$ cat config.mk
export PLATFORM = sky130hd
export DESIGN_NAME = board_input_conditioner_flat
export DESIGN_NICKNAME = d
export VERILOG_FILES = /design/src/rtl/board_input_conditioner_pkg.sv /design/src/rtl/board_input_conditioner_if.sv /design/src/rtl/board_input_conditioner_debouncer.sv /design/src/rtl/board_input_conditioner.sv /design/src/flat_wrapper.sv
export SDC_FILE = /design/constraint.sdc
export NUM_CORES = 1
export LEC_CHECK = 0
export BUFFER_PORTS_ARGS = -buffer_cell sky130_fd_sc_hd__buf_4
export CORE_ASPECT_RATIO = 0.7
export CORE_MARGIN = 2
export CORE_UTILIZATION = 64
export CTS_CLUSTER_DIAMETER = 150
export DETAILED_ROUTE_END_ITERATION = 10
export PLACE_DENSITY = 0.86
export SKIP_LAST_GASP = 1
export SLEW_MARGIN = 20
export SYNTH_ARGS = -nofsm -noshare
export SYNTH_HDL_FRONTEND = slang
export SYNTH_SLANG_ARGS = --single-unit
$ cat constraint.sdc
create_clock -name clk -period 4.53 [get_ports clk]
set_input_delay 0.2265 -clock clk [delete_from_list [all_inputs] [get_ports clk]]
set_output_delay 0.2265 -clock clk [all_outputs]
set_load 0.05 [all_outputs]
$ cat src/rtl/board_input_conditioner_pkg.sv
// Shared select codes, board pin patterns and the select decoder for the
// board input conditioner.
package board_pkg;

  // Instruction select codes driven towards the pipeline
  localparam logic [2:0] SEL_LW  = 3'd0;
  localparam logic [2:0] SEL_SW  = 3'd1;
  localparam logic [2:0] SEL_BEQ = 3'd2;
  localparam logic [2:0] SEL_ADD = 3'd3;
  localparam logic [2:0] SEL_SUB = 3'd4;
  localparam logic [2:0] SEL_AND = 3'd5;
  localparam logic [2:0] SEL_OR  = 3'd6;
  localparam logic [2:0] SEL_SLT = 3'd7;

  // One-hot switch patterns
  localparam logic [3:0] SW_LW    = 4'b1000;
  localparam logic [3:0] SW_SW    = 4'b0100;
  localparam logic [3:0] SW_BEQ   = 4'b0010;
  localparam logic [3:0] SW_RTYPE = 4'b0001;

  // Button codes selecting the R-type function
  localparam logic [2:0] BTN_ADD = 3'b010;
  localparam logic [2:0] BTN_SUB = 3'b110;
  localparam logic [2:0] BTN_AND = 3'b000;
  localparam logic [2:0] BTN_OR  = 3'b001;
  localparam logic [2:0] BTN_SLT = 3'b111;

  // Width of the combined {switches, buttons} vector
  localparam int unsigned IN_WIDTH = 7;

  typedef enum logic {
    StSettling,
    StStable
  } deb_state_e;

  typedef struct packed {
    logic       legal;
    logic [2:0] code;
  } decode_t;

  // Map a committed switch/button pattern onto an instruction select.
  // Buttons only matter for the R-type switch pattern.
  function automatic decode_t decode_sel(input logic [3:0] sw, input logic [2:0] btn);
    decode_t d;
    d.legal = 1'b1;
    d.code  = SEL_LW;
    case (sw)
      SW_LW:  d.code = SEL_LW;
      SW_SW:  d.code = SEL_SW;
      SW_BEQ: d.code = SEL_BEQ;
      SW_RTYPE: begin
        case (btn)
          BTN_ADD: d.code  = SEL_ADD;
          BTN_SUB: d.code  = SEL_SUB;
          BTN_AND: d.code  = SEL_AND;
          BTN_OR:  d.code  = SEL_OR;
          BTN_SLT: d.code  = SEL_SLT;
          default: d.legal = 1'b0;
        endcase
      end
      default: d.legal = 1'b0;
    endcase
    return d;
  endfunction

endpackage

$ cat src/rtl/board_input_conditioner_if.sv
// Board-side bundle: raw pins in, conditioned instruction select out.
// master = board/stimulus side, slave = conditioner.
interface board_input_conditioner_if;
  logic [3:0] switches;
  logic [2:0] buttons;
  logic [2:0] sel;
  logic       sel_valid;
  logic       sel_changed;
  logic       stable;

  modport master (
    output switches,
    output buttons,
    input  sel,
    input  sel_valid,
    input  sel_changed,
    input  stable
  );

  modport slave (
    input  switches,
    input  buttons,
    output sel,
    output sel_valid,
    output sel_changed,
    output stable
  );
endinterface

$ cat src/rtl/board_input_conditioner_debouncer.sv
// input_debouncer: multi-stage synchronizer followed by a settle counter.
// A synchronized vector is committed once it has been unchanged for
// DEBOUNCE_CYCLES consecutive cycles; commit is a one-cycle strobe.
module input_debouncer
  import board_pkg::*;
#(
  parameter int unsigned WIDTH           = IN_WIDTH,
  parameter int unsigned DEBOUNCE_CYCLES = 500000,
  parameter int unsigned SYNC_STAGES     = 2
) (
  input  logic             clk,
  input  logic             reset,
  input  logic [WIDTH-1:0] din,
  output logic [WIDTH-1:0] deb,
  output logic             commit,
  output logic             stable
);

  localparam int unsigned CntW = $clog2(DEBOUNCE_CYCLES);
  localparam logic [CntW-1:0] CntMax = CntW'(DEBOUNCE_CYCLES - 1);

  logic [SYNC_STAGES-1:0][WIDTH-1:0] sync_q;
  logic [WIDTH-1:0]                  sync_out;
  logic [WIDTH-1:0]                  cand_q;
  logic [WIDTH-1:0]                  deb_q;
  logic [CntW-1:0]                   cnt_q;
  logic                              commit_q;
  deb_state_e                        state_q;

  assign sync_out = sync_q[SYNC_STAGES-1];

  // Shift raw pins through the synchronizer chain
  always_ff @(posedge clk or posedge reset) begin
    if (reset) begin
      sync_q <= '0;
    end else begin
      sync_q <= {sync_q[SYNC_STAGES-2:0], din};
    end
  end

  // Settle FSM: any synchronized change restarts the count from zero
  always_ff @(posedge clk or posedge reset) begin
    if (reset) begin
      state_q  <= StSettling;
      cand_q   <= '0;
      deb_q    <= '0;
      cnt_q    <= '0;
      commit_q <= 1'b0;
    end else begin
      commit_q <= 1'b0;
      if (sync_out != cand_q) begin
        cand_q  <= sync_out;
        cnt_q   <= '0;
        state_q <= StSettling;
      end else begin
        case (state_q)
          StSettling: begin
            if (cnt_q == CntMax) begin
              deb_q    <= cand_q;
              commit_q <= 1'b1;
              state_q  <= StStable;
            end else begin
              cnt_q <= cnt_q + 1'b1;
            end
          end
          StStable: begin
            // Counter holds; value already committed
          end
          default: state_q <= StSettling;
        endcase
      end
    end
  end

  assign deb    = deb_q;
  assign commit = commit_q;
  assign stable = (state_q == StStable);

endmodule

$ cat src/rtl/board_input_conditioner.sv
// board_input_conditioner: synchronizes and debounces the board switches and
// buttons, decodes the committed pattern into a 3-bit instruction select and
// registers it with valid and change strobes.
// Build option HOLD_LAST_VALID_EN: when defined, an illegal committed pattern
// keeps the last legal select running instead of clearing it.
module board_input_conditioner
  import board_pkg::*;
#(
  parameter int unsigned DEBOUNCE_CYCLES = 500000,
  parameter int unsigned SYNC_STAGES     = 2
) (
  input logic                       clk,
  input logic                       reset,
  board_input_conditioner_if.slave  bus
);

  logic [IN_WIDTH-1:0] din;
  logic [IN_WIDTH-1:0] deb;
  logic                commit;
  logic                deb_stable;
  decode_t             dec;

  logic [2:0]          sel_q;
  logic                sel_valid_q;
  logic                sel_changed_q;

  assign din = {bus.switches, bus.buttons};

  input_debouncer #(
    .WIDTH           (IN_WIDTH),
    .DEBOUNCE_CYCLES (DEBOUNCE_CYCLES),
    .SYNC_STAGES     (SYNC_STAGES)
  ) u_debouncer (
    .clk    (clk),
    .reset  (reset),
    .din    (din),
    .deb    (deb),
    .commit (commit),
    .stable (deb_stable)
  );

  // deb only moves on commit, so decoding it combinationally is safe
  always_comb begin
    dec = decode_sel(deb[6:3], deb[2:0]);
  end

  // Register the decoded select on each commit; pulse on a new legal value
  always_ff @(posedge clk or posedge reset) begin
    if (reset) begin
      sel_q         <= SEL_LW;
      sel_valid_q   <= 1'b0;
      sel_changed_q <= 1'b0;
    end else begin
      sel_changed_q <= 1'b0;
      if (commit) begin
        if (dec.legal) begin
          sel_q         <= dec.code;
          sel_valid_q   <= 1'b1;
          sel_changed_q <= (dec.code != sel_q) || !sel_valid_q;
        end else begin
`ifdef HOLD_LAST_VALID_EN
          // Last legal instruction keeps running
`else
          sel_q       <= SEL_LW;
          sel_valid_q <= 1'b0;
`endif
        end
      end
    end
  end

  assign bus.sel         = sel_q;
  assign bus.sel_valid   = sel_valid_q;
  assign bus.sel_changed = sel_changed_q;
  assign bus.stable      = deb_stable;

endmodule

$ cat src/flat_wrapper.sv
// flat-port wrapper written by rule: the top's interface ports become plain ports
module board_input_conditioner_flat import board_pkg::*;
#(
  parameter int unsigned DEBOUNCE_CYCLES = 500000,
  parameter int unsigned SYNC_STAGES     = 2
)
  (clk, reset, bus_switches, bus_buttons, bus_sel, bus_sel_valid, bus_sel_changed, bus_stable);
  board_input_conditioner_if bus_i ();
  input logic clk;
  input logic reset;
  input wire logic [$bits(bus_i.switches)-1:0] bus_switches;
  input wire logic [$bits(bus_i.buttons)-1:0] bus_buttons;
  output wire logic [$bits(bus_i.sel)-1:0] bus_sel;
  output wire logic [$bits(bus_i.sel_valid)-1:0] bus_sel_valid;
  output wire logic [$bits(bus_i.sel_changed)-1:0] bus_sel_changed;
  output wire logic [$bits(bus_i.stable)-1:0] bus_stable;
  assign bus_i.switches = bus_switches;
  assign bus_i.buttons = bus_buttons;
  assign bus_sel = bus_i.sel;
  assign bus_sel_valid = bus_i.sel_valid;
  assign bus_sel_changed = bus_i.sel_changed;
  assign bus_stable = bus_i.stable;
  board_input_conditioner #(.DEBOUNCE_CYCLES(DEBOUNCE_CYCLES), .SYNC_STAGES(SYNC_STAGES)) u_core (.clk(clk), .reset(reset), .bus(bus_i));
endmodule
* After elaboration in Yosys (flattened, before gate mapping)
Index checks and enable logic that the tools add are counted.
Word-level totals: bits in registers 54, latch bits 0, memory bits (writable) 0, memory bits (read-only) 0, input bits 9, output and inout bits 6, word-level logic and storage cells 49, memories kept 0
Operators by class: add/subtract/negate cells 1, $mul 0, divide/modulo/power cells 0, magnitude comparators 0, eq/ne operators 13, shifts and indexed selects 0, muxes and demuxes 16, bitwise gates (word level) 2, reduce and logical (&&, ||, !) cells 7
Operator list (count):
- 2-to-1 mux 19 bit | 3
- adder 19 x 1 -> 19 bit (second input constant) | 1
- equality test 19 bit (second input constant) | 1
- one-hot mux 3 bit (5 select lines) | 1
- 2-to-1 mux 1 bit | 9
- one-hot mux 3 bit (3 select lines) | 1
- != test 7 bit | 1
- equality test 3 bit (second input constant) | 2
- OR reduction 5 bit | 1
- equality test 4 x 1 -> 1 bit (second input constant) | 1
- equality test 4 x 2 -> 1 bit (second input constant) | 1
- equality test 4 x 3 -> 1 bit (second input constant) | 1
- equality test 4 bit (second input constant) | 1
- equality test 3 x 1 -> 1 bit (second input constant) | 1
- equality test 3 x 2 -> 1 bit (second input constant) | 1
- zero test 3 bit | 1
- 2-to-1 mux 3 bit | 1
- != test 3 bit | 1
- AND reduction 3 bit | 1
- OR reduction 3 bit | 1
- != test 2 x 1 -> 1 bit (second input constant) | 1
- != test 2 bit (second input constant) | 1
- NOT 1 bit | 2
- one-hot mux 1 bit (2 select lines) | 1
- 3 further kinds | 3

* Longest topological paths before layout
Gate-level depths: netlist of the first run.
word-level depth 7, gate-level depth with buffers 7, mapped depth without buffers 6

* Modules after synthesis
A second synthesis of the first run with hierarchy kept.
Second synthesis, totals: cell total of the unflattened synthesis 205, area total of the unflattened synthesis 2359.8 µm²
Modules (own cells, without submodules):
- input_debouncer | instances 1, cells an instance 161, area each 1970.6 µm², sequential area each 1226.2 µm²
- board_input_conditioner | instances 1, cells an instance 44, area each 389.1 µm², sequential area each 125.1 µm²

* Worst setup path before layout of the first run
No wires, ideal clock.
path type flip-flop to flip-flop, start point register u_core.u_debouncer.cnt_q[0], end point register u_core.u_debouncer.deb_q[0] (netlist: u_core.u_debouncer.deb[0]), library setup time 0.125 ns, arrival 1.825 ns, data required time 4.405 ns, path slack 2.580 ns, stages on the path, launching flop included 8, path buffers 1, clock period less this slack 1.950 ns, cell sequence dfrtp_1 -> ha_1 -> nand4_2 -> nor4_2 -> nand2_1 -> or3_1 -> buf_4 -> mux2_4
Between the ends: word-level cells in the longest chain between the ends 2
Ends and longest elaborated chain:
- start, declared | line board_input_conditioner_debouncer.sv:26 | logic [CntW-1:0] cnt_q;
- start signal, assigned | line board_input_conditioner_debouncer.sv:63 | cnt_q <= cnt_q + 1'b1;
- equality test 19 bit | line board_input_conditioner_debouncer.sv:58 | if (cnt_q == CntMax) begin
- AND reduction 3 bit (no source line)
- end signal, assigned | line board_input_conditioner_debouncer.sv:59 | deb_q <= cand_q;
- end, declared | line board_input_conditioner_debouncer.sv:25 | logic [WIDTH-1:0] deb_q;
Every way passes these cells. A chain may end at the register's enable or synchronous reset.

* Worst setup path after layout of the first run
start point register u_core.u_debouncer.cnt_q[0], end point register u_core.u_debouncer.deb_q[6] (netlist: u_core.u_debouncer.deb[6])
The elaborated chain is that of the path after synthesis.

==> results.toml, run 1 <==
[place]
io_buffers = 14
routabilityCongestion = 0.875
post-place-cells = 261
placed_area_um2 = 2510
post-place-ws_ns = 1.64
hpwl_um = 2900

[critical_path]
cp_cell_sequence = "ha_1, nand4_2, nor4_4, nand2_1, or3_1, mux2_4"
end_kind = "flip-flop"
max_stage_delay_ns = 0.61
cp_top_family = "simple AND/OR/NAND/NOR gates"
cp_num_buf_inv = 0
startpoint_type = "flip-flop"
crit_arrival_ns = 2.83
slowest_stage = "nor4_4"
worstSetupPathType = "flip-flop to flip-flop"
crit_required_ns = 4.72
crit_fanout = 11

[power_and_ir_drop]
peakVddDrop_mv = 0.327
p_leak_nw = 1.12
p_per_area_nw_per_um2 = 317

[sta]
hold_viol_final = 0
setup-violations-final = 0
fin_crit_sh_pct = 58.2
fin_tns_setup_ns = 0
fmax_mhz = 379
finalCriticalPeriod_ns = 2.64
rsz0062_at_grt = "no"
fin_ws_ns = 1.89
relSlewSlack_pct = 40.7
worst_pin_slew_ns = 0.888
slew_viol_final = 0
whs_ns = 0.0168
fin_worst_skew_ns = 0.0109

[cts]
postCtsSetupBuffers = 0
htreeDepth = 2
root_buffer = "clkbuf_8"
cts_made_buffers = 5
cts_sinks = 54
clkTransAtPathRegs_ns = 0.10
clk_path_buf_depth = 2
clock_latency_ns = 0.31
cts_tree = "yes"

[grt]
grt_usage_pct = 21.9
antenna_found_initial = 0
grt_overflow = 0
grt_max_degree = 55
grt_pass1_wl_um = 7250
grt_pass1_vias = 1478

[yosys]
synth_nets = 221
avgSynthCellArea_um2 = 11.4
synth_cells = 211
synth_edf_count = 0
synth_cell_type_count = 38
async_flop_share_pct = 100
ys_seq_area_share_pct = 56.3
ys.flop_type = "dfrtp_1"
ys_warn_count = 0
syn-cell-area_um2 = 2400
synth-seq-cells = 54

[floorplan]
start_util_pct = 67.5
die_area_um2 = 4270
ioPinCount = 15
design.core.area_um2 = 3560
die_x_um = 77.2
die_y_um = 55.2
rows = 18

[finish]
layout.nets = 232
final_area_um2 = 2680
area_growth_pct = 11.5
n_antenna_cell = 0
drive_gt1_share_pct = 17.0
fin_cells = 273

[worst_hold_path]
hold_path_class = "input pin to flip-flop"

[routing]
drc = 0
first_pass_iters = 4
wire_per_inst_um = 16.4
viasPerCell = 5.81
num_vias = 1587
drt_iter0_markers = 174
routed_wl_um = 4490
ant_nets = 0

[status]
outcome = "finished, final reports clean"

[run]
maxCapViolations = 0
## registers in the layout, summed over array words and instances (netlist names), 3 cells and up
| name | cells |
|---|---|
| u_core.u_debouncer.cand_q | 7 |
| u_core.u_debouncer.sync_q | 7 |
| u_core.u_debouncer.sync_out | 7 |
| u_core.u_debouncer.cnt_q | 19 |
| u_core.bus.sel | 3 |
| u_core.u_debouncer.deb | 7 |
## cells by family after synthesis
kind of cell | after synthesis | synth area share, %
simple gates | 69 | 15.1
flops | 54 | 56.3
xor+xnor | 30 | 10.9
compound gates | 25 | 8.29
buf+inv | 24 | 4.12
mux | 8 | 4.79
fa+ha+maj | 1 | 0.521
## cell usage after synthesis (2+ instances only)
library cell  instances  area (um^2)
or3_1                 3         18.8
xor2_1                8         70.1
nor2_1               23         86.3
a2111oi_1             2         20.0
clkbuf_1             10         37.5
mux2_4                7          105
a21oi_1               4         20.0
nor3_1                4         20.0
o22ai_1               2         12.5
nor2b_1               2         12.5
nor4_1                3         18.8
or2_2                 2         12.5
xnor2_1              22          193
buf_2                 4         20.0
nand3_1               9         45.0
nand2b_1              4         25.0
and3_1                3         18.8
nor4b_1               2         17.5
nand2_1               7         26.3
a211oi_1              6         45.0
inv_1                 9         33.8
nand4_1               2         12.5
dfrtp_1              54         1350
o21ai_0               5         25.0
## cell usage in the layout (no fill, tap or decap), types with 3 or more instances in the layout
master | synthesis | routed
o21ai_0 | 5 | 5
nor2_1 | 23 | 23
mux2_4 | 7 | 7
nand2b_1 | 4 | 4
a211oi_1 | 6 | 6
and3_1 | 3 | 3
a21oi_1 | 4 | 4
nand2_1 | 7 | 7
xor2_1 | 8 | 8
buf_4 | 1 | 15
nor3_1 | 4 | 4
clkbuf_8 | 0 | 5
dfrtp_1 | 54 | 54
or3_1 | 3 | 3
dlygate4sd3_1 | 0 | 4
xnor2_1 | 22 | 22
nor4_1 | 3 | 3
inv_1 | 9 | 8
nand3_1 | 9 | 9
## stage by stage
stage / power (mW) / utilization, %
after floorplan: 0.519 / -
after global placement: 0.526 / 70.6
after detailed placement: 0.528 / 70.6
after CTS: 0.850 / 73.8
after global routing: 0.880 / 75.2
final: 0.848 / 75.2
## routing by layer
metal | up-vias | routed length, um | track usage, %
met4 | 0 | 36 | 8.16
li1 | 735 | - | -
met5 | - | 0 | 0
met2 | 66 | 2280 | 32.8
met1 | 782 | 1920 | 31.7
met3 | 4 | 243 | 5.07
## worst reg2reg max path: cells and delay by family, from the launching register on
| family | cells | cell delay, ns |
|---|---|---|
| and+or+nand+nor | 4 | 1.51 |
| DFF | 1 | 0.42 |
| muxes | 1 | 0.36 |
| adders and majority gates | 1 | 0.23 |
## path summary, 6_finish.rpt
check,startpoint,to,slack (ns),cells past startpoint
min,bus_buttons[0],u_core.u_debouncer.sync_q[0]$_DFF_PP0_,0.02,1
min in group asynchronous,reset,u_core.u_debouncer.cnt_q[9]$_DFFE_PP0P_,0.08,2
max,u_core.u_debouncer.cnt_q[0]$_DFFE_PP0P_,u_core.u_debouncer.deb[6]$_DFFE_PP0P_,1.89,6
max reg2reg,u_core.u_debouncer.cnt_q[0]$_DFFE_PP0P_,u_core.u_debouncer.deb[6]$_DFFE_PP0P_,1.89,6
min reg2reg,u_core.u_debouncer.sync_q[5]$_DFF_PP0_,u_core.u_debouncer.sync_out[5]$_DFF_PP0_,0.35,0
max in group asynchronous,reset,u_core.bus.sel_changed$_DFF_PP0_,3.92,2
## where the power goes
part | total (mW) | internal, mW | switching [mW]
Clock | 0.327 | 0.168 | 0.159
Sequential | 0.497 | 0.491 | 0.00607
Combinational | 0.0237 | 0.0104 | 0.0132
## repair_timing
| item | CTS | global route |
|---|---|---|
| gates resized for setup | 0 | 0 |
| endpoints found under the hold margin | 0 | 4 |
| hold buffers | 0 | 4 |
## final cells by class
class                   count  area [um^2]
clock inverters             3         47.5
flip-flops and latches     54         1350
well taps                  50         62.6
clock buffers               5         68.8
fillers                   248          881
inverters                   9         35.0
repair buffers             19          153
multi-input cells         133          960
Note: power is estimated with default switching activity, not from simulation.
==> run 2, diff against run 1 <==
--- a/config.mk
+++ b/config.mk
@@ -5,13 +5,14 @@
 export SDC_FILE = /design/constraint.sdc
 export NUM_CORES = 1
 export LEC_CHECK = 0
+export ABC_AREA = 1
 export BUFFER_PORTS_ARGS = -buffer_cell sky130_fd_sc_hd__buf_4
 export CORE_ASPECT_RATIO = 0.7
 export CORE_MARGIN = 2
-export CORE_UTILIZATION = 64
+export CORE_UTILIZATION = 60
 export CTS_CLUSTER_DIAMETER = 150
 export DETAILED_ROUTE_END_ITERATION = 10
-export PLACE_DENSITY = 0.86
+export PLACE_DENSITY = 0.82
 export SKIP_LAST_GASP = 1
 export SLEW_MARGIN = 20
 export SYNTH_ARGS = -nofsm -noshare
==> constraint.sdc (replaced) <==
create_clock -name clk -period 2.6 [get_ports clk]
set_input_delay 0.13 -clock clk [delete_from_list [all_inputs] [get_ports clk]]
set_output_delay 0.13 -clock clk [all_outputs]
set_load 0.05 [all_outputs]
==> results.toml, run 2 <==
[status]
outcome = "finished, final reports clean"

[grt]
grt_pass1_wl_um = 8790
grt_usage_pct = 22.7
antenna_found_initial = 0
grt_overflow = 0
grt_pass1_vias = 1930
grt_max_degree = 39

[routing]
first_pass_iters = 4
wire_per_inst_um = 12.6
routed_wl_um = 4980
drc = 0
highest_layer = "met4"
drt-met1-wl_um = 2520
met3_wirelength_um = 337
wl_met2_um = 2090
viasPerCell = 5.31
ant_nets = 0
num_vias = 2101
drt_iter0_markers = 208

[finish]
layout.nets = 350
area_growth_pct = 12.1
seq_area_um2 = 1350
drive_gt1_share_pct = 16.4
nFillCells = 340
multi_input_area_um2 = 1100
top_register = "u_core.u_debouncer.cnt_q"
largest_register_ffs = 19
utilization_pct = 69.7
n_antenna_cell = 0
final_area_um2 = 3000
fin_cells = 396
final_common_cell = "nand2_1"
final_cell_mix = "nand2_1, dfrtp_1, inv_1, nor2_1, nand3_1"

[sta]
fin_worst_skew_ns = 0.00616
relSlewSlack_pct = 70.5
worst_pin_slew_ns = 0.442
hold_viol_final = 0
slew_viol_final = 0
fmax_mhz = 553
rsz0062_at_grt = "no"
fin_crit_sh_pct = 69.5
finalCriticalPeriod_ns = 1.81
fin_tns_setup_ns = 0
setup-violations-final = 0

[yosys]
synth_commonest_cells = "nand2_1, dfrtp_1, inv_1"
synth_top_area_share_pct = 50.5
synth-seq-cells = 54
synth_most_common_cell = "nand2_1"
synth_edf_count = 0
synth_nets = 329
synth_area_leader_cell = "dfrtp_1"
synth_cell_type_count = 35
ys.flop_type = "dfrtp_1"
ys_seq_area_share_pct = 50.5
synth_cells = 319
syn-cell-area_um2 = 2680
avgSynthCellArea_um2 = 8.39
ys_warn_count = 0
async_flop_share_pct = 100
synth.area.top_cells = "dfrtp_1, nand2_1, inv_1"

[floorplan]
start_util_pct = 62.2
die_area_um2 = 5020
die_x_um = 83.8
rows = 20
ioPinCount = 15
die_y_um = 59.9
design.core.area_um2 = 4300

[place]
routabilityCongestion = 0.943
hpwl_um = 3770
placed_area_um2 = 2820
io_buffers = 14
post-place-cells = 380

[critical_path]
crit_fanout = 7
r2r-start = "u_core.u_debouncer.cnt_q[0]$_DFFE_PP0P_"
r2r_end = "u_core.u_debouncer.cnt_q[16]$_DFFE_PP0P_"
crit_arrival_ns = 2.05
worstSetupPathType = "flip-flop to flip-flop"
startpoint_type = "flip-flop"
reg2reg_slack_ns = 0.79
end_kind = "flip-flop"
r2r_cells = 9
crit_required_ns = 2.84

[cts]
clkTransAtPathRegs_ns = 0.10
cts_made_buffers = 5
cts_tree = "yes"
clk_path_buf_depth = 2
root_buffer = "clkbuf_8"
htreeDepth = 2
clock_latency_ns = 0.31
cts-resized-gates = 0
cts_sinks = 54

[run]
maxCapViolations = 0

[power_and_ir_drop]
p_per_area_nw_per_um2 = 472
p_leak_nw = 1.36
peakVddDrop_mv = 0.395
finalPower_mw = 1.41

[worst_hold_path]
hold_path_class = "input pin to async pin"
run 2: cell types whose count changed after synthesis, moves of 6 or more:
| cell | previous run | this run |
|---|---|---|
| nand3_1 | 9 | 22 |
| xnor2_1 | 22 | 3 |
| nor2_1 | 23 | 33 |
| nand2_1 | 7 | 69 |
| nor3_2 | 0 | 6 |
| o21ai_1 | 0 | 14 |
| o21ai_0 | 5 | 12 |
| mux2_4 | 7 | 0 |
| inv_1 | 9 | 39 |
run 2: worst max path at each step:
stage               slack (ns)  depth (start not counted)                                       end                                     from
floorplan                 0.98                          8  u_core.u_debouncer.cnt_q[14]$_DFFE_PP0P_  u_core.u_debouncer.cnt_q[0]$_DFFE_PP0P_
global placement          0.91                         10  u_core.u_debouncer.cnt_q[13]$_DFFE_PP0P_  u_core.u_debouncer.cnt_q[0]$_DFFE_PP0P_
detailed placement        0.81                         10  u_core.u_debouncer.cnt_q[13]$_DFFE_PP0P_  u_core.u_debouncer.cnt_q[0]$_DFFE_PP0P_
CTS                       0.79                         10  u_core.u_debouncer.cnt_q[13]$_DFFE_PP0P_  u_core.u_debouncer.cnt_q[0]$_DFFE_PP0P_
global route              0.61                          8  u_core.u_debouncer.cnt_q[14]$_DFFE_PP0P_  u_core.u_debouncer.cnt_q[0]$_DFFE_PP0P_
finish                    0.79                          9  u_core.u_debouncer.cnt_q[16]$_DFFE_PP0P_  u_core.u_debouncer.cnt_q[0]$_DFFE_PP0P_
run 2: critical path, stage by stage, from the launching register on:
cell	delay (ns)
dfrtp_1	0.46
ha_1	0.32
nand3_1	0.16
inv_2	0.10
nand2_1	0.11
nor3_2	0.25
nand4_1	0.14
nand2_1	0.08
clkinv_1	0.05
nor2_1	0.08
run 2: routing by layer:
layer  vias to the layer above  GRT usage [%]
met4                         0           6.22
met3                         4           5.39
met5                         -              0
li1                       1043              -
met1                       989           33.8
met2                        65           33.6
run 2: cell families (layout without fill, tap and decap cells):
group	Yosys count	in the layout	synth area share [%]
adder cells (fa/ha/maj)	1	1	0.468
XOR/XNOR	9	9	2.95
multiplexers	1	1	0.421
flip-flops	54	54	50.5
AND/OR/NAND/NOR	162	162	30.1
AO/OA/AOI/OAI	35	35	7.20
buffers and inverters	57	79	8.33
run 2: cell type report:
| type | instances | area share [%] |
|---|---|---|
| Timing Repair Buffer | 23 | 6.43 |
| Inverter | 48 | 6.22 |
| Sequential cell | 54 | 45.1 |
| Clock buffer | 5 | 2.30 |
| Tap cell | 55 | 2.30 |
| Multi-Input combinational cell | 208 | 36.7 |
| Clock inverter | 3 | 0.960 |
run 2: through the flow:
| stage | setup WS (ns) | hold slack (ns) |
|---|---|---|
| final | 0.792 | 0.341 |
| after global placement | 0.905 | 0.136 |
| after detailed placement | 0.813 | 0.140 |
| after global routing | 0.606 | 0.367 |
| after CTS | 0.792 | 0.355 |
| after floorplan | 0.977 | 0.161 |
run 2: where the power goes:
group          switching (mW)  internal, mW  leakage, nW  total (mW)
Clock                   0.291         0.202       0.0506       0.492
Combinational          0.0310        0.0250        0.607      0.0561
Sequential            0.00978         0.856        0.706       0.866
run 2: what timing repair did:
item | in CTS | in global routing
hold buffers | 8 | 0
endpoints found under the hold margin | 23 | 0
setup buffers | 0 | 0
==> run 3, diff against run 2 <==
==> constraint.sdc (replaced) <==
create_clock -name clk -period 1.71 [get_ports clk]
set_input_delay 0.0855 -clock clk [delete_from_list [all_inputs] [get_ports clk]]
set_output_delay 0.0855 -clock clk [all_outputs]
set_load 0.05 [all_outputs]
==> results.toml, run 3 (synthesis gave the netlist of run 2 again) <==
[floorplan]
die_y_um = 59.9
ioPinCount = 15
design.core.area_um2 = 4300
rows = 20
start_util_pct = 62.2
die_x_um = 83.8
die_area_um2 = 5020

[finish]
top_register = "u_core.u_debouncer.cnt_q"
final_common_cell = "nand2_1"
final_cell_mix = "nand2_1, dfrtp_1, inv_1, nor2_1, nand3_1"
layout.nets = 355
utilization_pct = 71.3
fin_cells = 401
area_growth_pct = 14.7
n_antenna_cell = 0
final_area_um2 = 3070
drive_gt1_share_pct = 17.9
largest_register_ffs = 19

[power_and_ir_drop]
sw_frac_of_total_pct = 23.6
peakVddDrop_mv = 0.601
pwr-share-clk_pct = 34.7
p_leak_nw = 1.41
p_per_area_nw_per_um2 = 703
pwr-share-comb_pct = 4.3
pwr-share-seq_pct = 61.0
p_sw_mw = 0.508
internal_power_mw = 1.65

[cts]
root_buffer = "clkbuf_8"
clock_latency_ns = 0.31
cts_sinks = 54
clk_path_buf_depth = 2
cts_tree = "yes"
clkTransAtPathRegs_ns = 0.10
htreeDepth = 2
cts_made_buffers = 5

[place]
io_buffers = 14
hpwl_um = 3710
post-place-cells = 384
post-place-ws_ns = 0.139
placed_area_um2 = 2860
routabilityCongestion = 1.02

[routing]
routed_wl_um = 5120
first_pass_iters = 5
drc = 0
wire_per_inst_um = 12.8
drt_iter0_markers = 148
ant_nets = 0
viasPerCell = 5.37
num_vias = 2155

[critical_path]
r2r_cells = 8
crit_required_ns = 1.96
worstSetupPathType = "flip-flop to flip-flop"
slowest_stage = "dfrtp_1"
reg2reg_slack_ns = 0.12
crit_fanout = 9
cp_cell_sequence = "xor2_1, nor2_1, nand2_2, nor2_8, inv_4, a21oi_2, nand2_1, o21ai_1"
end_kind = "flip-flop"
r2r-start = "u_core.u_debouncer.sync_out[0]$_DFF_PP0_"
r2r_end = "u_core.u_debouncer.cnt_q[17]$_DFFE_PP0P_"
crit_arrival_ns = 1.83
max_stage_delay_ns = 0.41
startpoint_type = "flip-flop"

[sta]
slew_viol_final = 0
finalCriticalPeriod_ns = 1.59
relSlewSlack_pct = 71.1
fin_ws_ns = 0.125
fin_tns_setup_ns = 0
hold_viol_final = 0
fmax_mhz = 631
worst_pin_slew_ns = 0.434
fin_worst_skew_ns = 0.0106
setup-violations-final = 0
fin_crit_sh_pct = 92.7

[grt]
grt_usage_pct = 22.1
grt_max_degree = 37
grt_pass1_vias = 2004
grt_overflow = 0
antenna_found_initial = 0
grt_pass1_wl_um = 8780

[worst_hold_path]
hold_path_class = "input pin to async pin"

[run]
maxCapViolations = 0

[status]
outcome = "finished, final reports clean"
-- run 3: changes by cell type in the layout (fill, tap and decap cells not counted), sizes merged --
cell,before,now
buf,15,19
a21oi,8,9
clkinv,3,4
inv,48,47
-- run 3: through the flow --
stage               power [mW]  hold slack (ns)
floorplan                 1.39            0.117
global placement          1.42            0.113
detailed placement        1.42            0.117
CTS                       2.18            0.339
global route              2.24            0.369
finish                    2.16            0.334
-- run 3: power by group through the flow --
| stage | Clock [mW] | Sequential [mW] | Combinational, mW |
|---|---|---|---|
| after floorplan | 0 | 1.34 | 0.0526 |
| after global placement | 0 | 1.34 | 0.0775 |
| after detailed placement | 0 | 1.34 | 0.0794 |
| after CTS | 0.767 | 1.32 | 0.0939 |
| after global routing | 0.818 | 1.32 | 0.105 |
| final | 0.748 | 1.32 | 0.0920 |
-- run 3: critical path: cells and delay by family (launching register included) --
kind	cells	cell delay (ns)
and+or+nand+nor	4	0.55
buffers and inverters	1	0.09
AOI/OAI and AO/OA	2	0.31
DFF	1	0.41
xor gates and xnor gates	1	0.17
-- run 3: cell type report --
class	count	area [um^2]
Sequential cell	54	1350
Clock buffer	5	68.8
Clock inverter	3	28.8
Timing Repair Buffer	27	235
Tap cell	55	68.8
Inverter	48	186
Fill cell	320	1240
Multi-Input combinational cell	209	1130
-- run 3: what timing repair did --
action	4_1_cts	5_1_grt
resized for setup	0	3
hold endpoints to repair	25	0
hold buffers	8	0
endpoints found under the setup margin	0	5
setup buffers	0	0
-- run 3: worst max path at each step --
stage | start | to | slack, ns | depth (start not counted)
6_report | u_core.u_debouncer.sync_out[0]$_DFF_PP0_ | u_core.u_debouncer.cnt_q[17]$_DFFE_PP0P_ | 0.12 | 8
5_1_grt | u_core.u_debouncer.cand_q[0]$_DFFE_PP0N_ | u_core.u_debouncer.cnt_q[17]$_DFFE_PP0P_ | -0.01 | 8
4_1_cts | u_core.u_debouncer.cand_q[5]$_DFFE_PP0N_ | u_core.u_debouncer.cnt_q[14]$_DFFE_PP0P_ | 0.12 | 8
3_5_place_dp | u_core.u_debouncer.cand_q[5]$_DFFE_PP0N_ | u_core.u_debouncer.cnt_q[14]$_DFFE_PP0P_ | 0.14 | 8
3_3_place_gp | u_core.u_debouncer.cand_q[4]$_DFFE_PP0N_ | u_core.u_debouncer.cnt_q[14]$_DFFE_PP0P_ | 0.17 | 8
2_1_floorplan | u_core.u_debouncer.cnt_q[0]$_DFFE_PP0P_ | u_core.u_debouncer.cnt_q[14]$_DFFE_PP0P_ | 0.09 | 8
-- run 3: layer usage --
metal  wire length [um]  vias up  track usage [%]
li1                   -     1070                -
met1               2500      997             31.6
met2               2210       79             34.4
met3                344        9             5.11
met4                 61        0             6.22
met5                  0        -                0
